==> config.mk <==
export PLATFORM = sky130hd
export DESIGN_NAME = uart_tx_param_flat
export DESIGN_NICKNAME = d
export VERILOG_FILES = /design/src/rtl/uart_tx_param_if.sv /design/src/rtl/uart_tx_param.sv /design/src/flat_wrapper.sv
export SDC_FILE = /design/constraint.sdc
export NUM_CORES = 1
export LEC_CHECK = 0
export BUFFER_PORTS_ARGS = -buffer_cell sky130_fd_sc_hd__buf_4
export CORE_ASPECT_RATIO = 1.1
export CORE_MARGIN = 4
export CORE_UTILIZATION = 30
export CTS_CLUSTER_SIZE = 30
export DETAILED_ROUTE_END_ITERATION = 10
export GPL_TIMING_DRIVEN = 0
export PLACE_DENSITY = 0.43
export SLEW_MARGIN = 10
export SYNTH_ARGS = -nofsm -noshare
export SYNTH_HDL_FRONTEND = slang
export SYNTH_SLANG_ARGS = --single-unit
export TNS_END_PERCENT = 5
==> constraint.sdc <==
create_clock -name clk -period 3.1 [get_ports clk]
set_clock_uncertainty 0.2 [all_clocks]
set_input_delay 0.93 -clock clk [delete_from_list [all_inputs] [get_ports clk]]
set_output_delay 0.93 -clock clk [all_outputs]
set_load 0.02 [all_outputs]
==> src/rtl/uart_tx_param_if.sv <==
// Producer-side handshake and serial line of the parametrised UART transmitter.
interface uart_tx_param_if #(
   parameter int DATA_W = 8
);
   logic [DATA_W-1:0] data;
   logic              flag_start;
   logic              out;
   logic              flag_busy;
   logic              flag_done;

   modport master (output data, flag_start, input out, flag_busy, flag_done);
   modport slave  (input data, flag_start, output out, flag_busy, flag_done);
endinterface

==> src/rtl/uart_tx_param.sv <==
// Parametrised UART transmitter: start, LSB-first data, optional parity, 1-2 stop bits.
// Zero-latency accept (out drops on the accept edge); flag_start while busy is ignored, never queued.
module uart_tx_param #(
   parameter int DATA_W       = 8,
   parameter int CLKS_PER_BIT = 1,
   parameter int PARITY       = 1,
   parameter int STOP_BITS    = 1
) (
   input  logic           clk,
   input  logic           rst_n,
   uart_tx_param_if.slave tx
);

   if (PARITY < 0 || PARITY > 2 || (STOP_BITS != 1 && STOP_BITS != 2) ||
       CLKS_PER_BIT < 1 || DATA_W < 5 || DATA_W > 16) begin : g_bad_param
      $error("uart_tx_param: illegal parameter combination");
   end

   localparam int CNT_W = (CLKS_PER_BIT > 1) ? $clog2(CLKS_PER_BIT) : 1;
   localparam int IDX_W = $clog2(DATA_W);
   localparam logic [CNT_W-1:0] CNT_MAX  = CNT_W'(CLKS_PER_BIT - 1);
   localparam logic [IDX_W-1:0] IDX_LAST = IDX_W'(DATA_W - 1);
   localparam logic             SIDX_LAST = 1'(STOP_BITS - 1);

   typedef enum logic [2:0] {
      IDLE  = 3'd0,
      START = 3'd1,
      DATA  = 3'd2,
      PAR   = 3'd3,
      STOP  = 3'd4
   } state_t;

   state_t            state, state_n;
   logic [CNT_W-1:0]  cnt, cnt_n;
   logic [IDX_W-1:0]  idx, idx_n;
   logic              sidx, sidx_n;
   logic [DATA_W-1:0] shreg, shreg_n;
   logic              par_bit, par_bit_n;
   logic              out_r, out_n;
   logic              busy_r, busy_n;
   logic              done_r, done_n;
   logic              bit_end;

   assign bit_end = (cnt == CNT_MAX);

   always_ff @(posedge clk or negedge rst_n) begin
      if (!rst_n) begin
         state   <= IDLE;
         cnt     <= '0;
         idx     <= '0;
         sidx    <= 1'b0;
         shreg   <= '0;
         par_bit <= 1'b0;
         out_r   <= 1'b1;
         busy_r  <= 1'b0;
         done_r  <= 1'b0;
      end else begin
         state   <= state_n;
         cnt     <= cnt_n;
         idx     <= idx_n;
         sidx    <= sidx_n;
         shreg   <= shreg_n;
         par_bit <= par_bit_n;
         out_r   <= out_n;
         busy_r  <= busy_n;
         done_r  <= done_n;
      end
   end

   // out is computed one bit ahead so it changes on the same edge as the state.
   always_comb begin
      state_n   = state;
      cnt_n     = cnt;
      idx_n     = idx;
      sidx_n    = sidx;
      shreg_n   = shreg;
      par_bit_n = par_bit;
      out_n     = out_r;
      busy_n    = busy_r;
      done_n    = 1'b0;

      if (state != IDLE) begin
         cnt_n = bit_end ? '0 : cnt + CNT_W'(1);
      end

      case (state)
         IDLE: begin
            if (tx.flag_start) begin
               state_n   = START;
               shreg_n   = tx.data;
               par_bit_n = (PARITY == 2) ? ~^tx.data : ^tx.data;
               cnt_n     = '0;
               out_n     = 1'b0;
               busy_n    = 1'b1;
            end
         end
         START: begin
            if (bit_end) begin
               state_n = DATA;
               idx_n   = '0;
               out_n   = shreg[0];
            end
         end
         DATA: begin
            if (bit_end) begin
               if (idx == IDX_LAST) begin
                  if (PARITY != 0) begin
                     state_n = PAR;
                     out_n   = par_bit;
                  end else begin
                     state_n = STOP;
                     sidx_n  = 1'b0;
                     out_n   = 1'b1;
                  end
               end else begin
                  idx_n   = idx + IDX_W'(1);
                  shreg_n = shreg >> 1;
                  out_n   = shreg[1];
               end
            end
         end
         PAR: begin
            if (bit_end) begin
               state_n = STOP;
               sidx_n  = 1'b0;
               out_n   = 1'b1;
            end
         end
         STOP: begin
            if (bit_end) begin
               if (sidx == SIDX_LAST) begin
                  state_n = IDLE;
                  busy_n  = 1'b0;
                  done_n  = 1'b1;
               end else begin
                  sidx_n = 1'b1;
               end
               out_n = 1'b1;
            end
         end
         default: begin
            state_n = IDLE;
            out_n   = 1'b1;
            busy_n  = 1'b0;
         end
      endcase
   end

   assign tx.out       = out_r;
   assign tx.flag_busy = busy_r;
   assign tx.flag_done = done_r;

endmodule

==> src/flat_wrapper.sv <==
// flat-port wrapper written by rule: the top's interface ports become plain ports
module uart_tx_param_flat 
#(
   parameter int DATA_W       = 8,
   parameter int CLKS_PER_BIT = 1,
   parameter int PARITY       = 1,
   parameter int STOP_BITS    = 1
)
  (clk, rst_n, tx_data, tx_flag_start, tx_out, tx_flag_busy, tx_flag_done);
  uart_tx_param_if #(.DATA_W(DATA_W)) tx_i ();
  input  logic clk;
  input  logic rst_n;
  input wire logic [$bits(tx_i.data)-1:0] tx_data;
  input wire logic [$bits(tx_i.flag_start)-1:0] tx_flag_start;
  output wire logic [$bits(tx_i.out)-1:0] tx_out;
  output wire logic [$bits(tx_i.flag_busy)-1:0] tx_flag_busy;
  output wire logic [$bits(tx_i.flag_done)-1:0] tx_flag_done;
  assign tx_i.data = tx_data;
  assign tx_i.flag_start = tx_flag_start;
  assign tx_out = tx_i.out;
  assign tx_flag_busy = tx_i.flag_busy;
  assign tx_flag_done = tx_i.flag_done;
  uart_tx_param #(.DATA_W(DATA_W), .CLKS_PER_BIT(CLKS_PER_BIT), .PARITY(PARITY), .STOP_BITS(STOP_BITS)) u_core (.clk(clk), .rst_n(rst_n), .tx(tx_i));
endmodule
== Word-level counts from Yosys, hierarchy flattened ==
Index checks and enable logic that the tools add are counted.

* Equal/unequal tests: 14
* $add $sub $neg: 2
* Bitwise operators: 1
* Reduce and logical (&&, ||, !) cells: 15
* Multiplexer cells: 37

{| class="wikitable"
|+ Operators by type and width
! operator !! count
|-
| $mux W3 || 10
|-
| $mux W8 || 3
|-
| $mux W1 || 18
|-
| $ne A2 B2 Y1 const B || 8
|-
| $pmux W8 S2 || 1
|-
| $reduce_and A4 Y1 || 4
|-
| $pmux W3 S5 || 1
|-
| $reduce_xor A8 Y1 || 1
|-
| $reduce_and A7 Y1 || 1
|-
| $eq A3 B2 Y1 const B || 2
|-
| $eq A3 B3 Y1 const B || 2
|-
| $pmux W3 S2 || 1
|-
| $reduce_bool A2 Y1 || 3
|-
| $pmux W1 S4 || 1
|-
| $add A3 B1 Y3 const B || 1
|-
| $eq A3 B1 Y1 const B || 1
|-
| $logic_not A3 Y1 || 1
|-
| $pmux W1 S3 || 1
|-
| $reduce_and A3 Y1 || 1
|-
| $reduce_bool A3 Y1 || 1
|-
| $reduce_or A3 Y1 || 1
|-
| $ne A2 B1 Y1 const B || 1
|-
| $pmux W1 S2 || 1
|-
| $reduce_and A2 Y1 || 1
|-
| 3 further kinds || 3
|}

* Flip-flop bits (word level): 20
* Logic and storage cells: 78
* Bits of input ports: 11

== Longest topological paths before layout ==
* Word-level depth: 5
* Mapped depth: 7
* Gate-level depth less buffers: 6

== Worst setup path after synthesis ==
OpenSTA, ideal clock, no wires.

* Path kind: in2reg
* From: input port tx_flag_start
* To: register u_core.shreg[0]
* Data required time: 2.769 ns
* Path slack: 1.183 ns
* Arrival time: 1.586 ns
* Cell stages on the path: 5
* Setup time: 0.131 ns
* Cell sequence: nor2b_1 > o21ai_2 > buf_2 > nand2_1 > o21ai_0

* Longest elaborated chain between the ends: 2

{| class="wikitable"
|+ RTL lines
! element !! line !! text
|-
| start, declared || flat_wrapper.sv:14 || <nowiki>input wire logic [$bits(tx_i.flag_start)-1:0] tx_flag_start;</nowiki>
|-
| $ne A2 B2 Y1 (no line) || -- ||
|-
| $reduce_and A4 Y1 (no line) || -- ||
|-
| end signal, assigned || uart_tx_param.sv:62 || <nowiki>shreg <= shreg_n;</nowiki>
|-
| end, declared || uart_tx_param.sv:37 || <nowiki>logic [DATA_W-1:0] shreg, shreg_n;</nowiki>
|}

Every way passes these cells.
A chain may end at the register's enable or synchronous reset.

== Worst setup path after layout ==
* From: register u_core.out_r (netlist: u_core.tx.out)
* To: output port tx_out

{| class="wikitable"
|+ RTL lines
! element !! line !! text
|-
| start, declared || uart_tx_param.sv:39 || <nowiki>logic out_r, out_n;</nowiki>
|-
| start signal, assigned || uart_tx_param.sv:64 || <nowiki>out_r <= out_n;</nowiki>
|-
| end, declared || flat_wrapper.sv:15 || <nowiki>output wire logic [$bits(tx_i.out)-1:0] tx_out;</nowiki>
|}

No word-level cell between the ends.

==> metrics.cfg <==
[setup_path]
slowest_delay_ns=0.54
crit_path_start_kind=register
crit_family=flip-flops
slowest_stage=dfstp_2
end_kind=primary output
path_cells=buf_4
cp_data_arrival_time_ns=0.97
critical_path_class=reg2out
cp_data_required_time_ns=1.97
crit_path_max_fanout=2
crit_buf_inv=1

[sta]
finalMaxSlewViolations=0
finalHoldViolCount=0
finalWorstSetupSlack_ns=1.004
timing.slew.headroom_pct=72.85
fin_crit_ns=2.096
fmax_mhz=477.2
final-setup-viol-count=0
fin_crit_sh_pct=67.60
rsz0062_at_grt=no
worstMarginPinSlew_ns=0.4073
finalSetupTns_ns=0

[layout]
final_cell_mix=18 x dfrtp_1, 13 x nand2_1, 13 x buf_4
fin_nets=130
mostFrequentLayoutCell=dfrtp_1
fill_cells=330
drive_gt1_share_pct=24.14
fin_cells=150
num_antenna_cells=0
syn_to_final_growth_pct=16.54

[routing]
wl_per_cell_um=13.21
vias_per_cell=4.880
vias=732
drc=0
first_iter_violations=13
firstDrtPassIters=3
ant_nets=0
routed_wl_mm=1.982

[global_routing]
grt_pass1_vias=731
antenna_found_initial=0
grt_pass1_wl_mm=3.360
grt_max_degree=20
grt-ovfl-total=0
grt_usage_pct=10.14

[logic_synthesis]
netlist_area_mm2=0.001006
synth_flop_cell=dfrtp_1
postSynthCellCount=99
synth_edf_count=0
synth.distinct_cells=31
synth_nets=112
ys_seq_area_share_pct=47.39
synthArstFlopShare_pct=100.0
ys.warnings.count=0
ys_ff_latch=19
avgSynthCellArea_um2=10.16

[clock_network]
clock_latency_ns=0.29
htree_levels=1
postCtsSetupBuffers=0
numCtsBuffers=3
cts_tree=built
ctsHoldBuffers=0
cts_num_sinks=19
clkTransAtPathRegs_ns=0.11
cts-root-buf=clkbuf_4
cts_buffer_depth=2
post_cts_resized=0

[placed_design]
port_buffers=13
hpwl_mm=1.486
gp_congestion=0.6665
post-place-ws_ns=0.8368
post-place-cells=146

[pwr]
p_leak_nw=0.5303
vdd_drop_max_mv=0.3282
sequentialPowerShare_pct=39.4
pwr_density_cell_mw_per_mm2=933.1
p_comb_share_pct=48.9
internal_power_uw=662.8
p_sw_uw=431.1
clockPowerShare_pct=11.7
swShare_pct=39.41

[die]
die_x_um=63.21
die_h_um=68.74
core_mm2=0.003127
rows=21
die_area_mm2=0.004345
start_util_pct=32.17
pin_count=14

[hold_path]
hold_class=in2async

[flow_run]
maxCapViolCount=0

[run_status]
outcome=complete, no violations

[final cells by class]
class                   count  area [um^2]  area share, %
multi-input cells          74        495.5          42.26
flip-flops and latches     19        476.7          40.66
repair buffers             13        97.59          8.324
well taps                  34        42.54          3.629
plain buffers               5        30.03          2.561
clock buffers               4        26.28          2.241
inverters                   1        3.754         0.3202
[cells in the mapped netlist, drive strengths merged (2+ instances only)]
master   n  area, um^2
a21oi    2       10.01
a32o     2       20.02
buf      4       26.27
dfrtp   18       450.4
ha       2       25.02
mux2     2       22.52
mux2i    8       80.08
nand2   13       48.80
nand3    2       10.01
nor2     8       40.04
nor2b    3       18.77
nor3     2       10.01
nor3b    2       20.02
o21ai   13       68.82
xnor2    8       70.07
[power groups by stage]
stage                     combinational [mW]  sequential [mW]  clock [mW]
final                                  0.535            0.431       0.128
after detailed placement               0.550            0.439           0
after global routing                   0.601            0.446       0.147
after global placement                 0.537            0.437           0
after CTS                              0.552            0.433       0.138
after floorplan                        0.404            0.439           0
[worst paths after layout]
| path | from | endpoint | slack, ns | depth (start not counted) |
|---|---|---|---|---|
| min | rst_n | u_core.tx.flag_done$_DFF_PN0_ | 0.29 | 1 |
| max in group asynchronous | rst_n | u_core.tx.out$_DFFE_PN1P_ | 2.15 | 1 |
| max reg2reg | u_core.idx[0]$_DFFE_PN0P_ | u_core.tx.out$_DFFE_PN1P_ | 1.13 | 5 |
| min in group clk | u_core.shreg[0]$_DFFE_PN0P_ | u_core.shreg[0]$_DFFE_PN0P_ | 0.30 | 2 |
| max | u_core.tx.out$_DFFE_PN1P_ | tx_out | 1.00 | 1 |
| min reg2reg | u_core.shreg[0]$_DFFE_PN0P_ | u_core.shreg[0]$_DFFE_PN0P_ | 0.30 | 2 |
[per-stage QoR]
step                      hold WS, ns  instance area, um^2  util, %  power (mW)
after floorplan                0.2496                 1006        -      0.8431
after global placement         0.2694                 1146    36.65      0.9738
after detailed placement       0.2720                 1146    36.65      0.9888
after CTS                      0.2874                 1172    37.50       1.123
after global routing           0.2845                 1172    37.50       1.193
final                          0.2877                 1172    37.50       1.094
[metal layers]
layer | share of wire, % | track usage [%] | vias to the layer above
met3 | 3.4 | 1.621 | 2
met1 | 45 | 12.38 | 346
li1 | - | - | 375
met5 | 0 | 0 | -
met2 | 51 | 17.79 | 9
met4 | 0.71 | 4.852 | 0
[cells by family after synthesis]
logic type / after synthesis / synth area share [%]
simple gates: 33 / 16.79
compound gates: 21 / 12.81
flops: 19 / 47.39
mux: 10 / 10.20
xor+xnor: 8 / 6.965
buf+inv: 6 / 3.357
fa+ha+maj: 2 / 2.487
[flip-flops by register name (all words and copies together) (netlist names)]
register	cells
u_core.tx.flag_busy	1
u_core.tx.out	1
u_core.cnt	1
u_core.state	3
u_core.tx.flag_done	1
u_core.shreg	8
u_core.idx	3
u_core.par_bit	1
No activity file was read; power rests on OpenSTA's default activity.
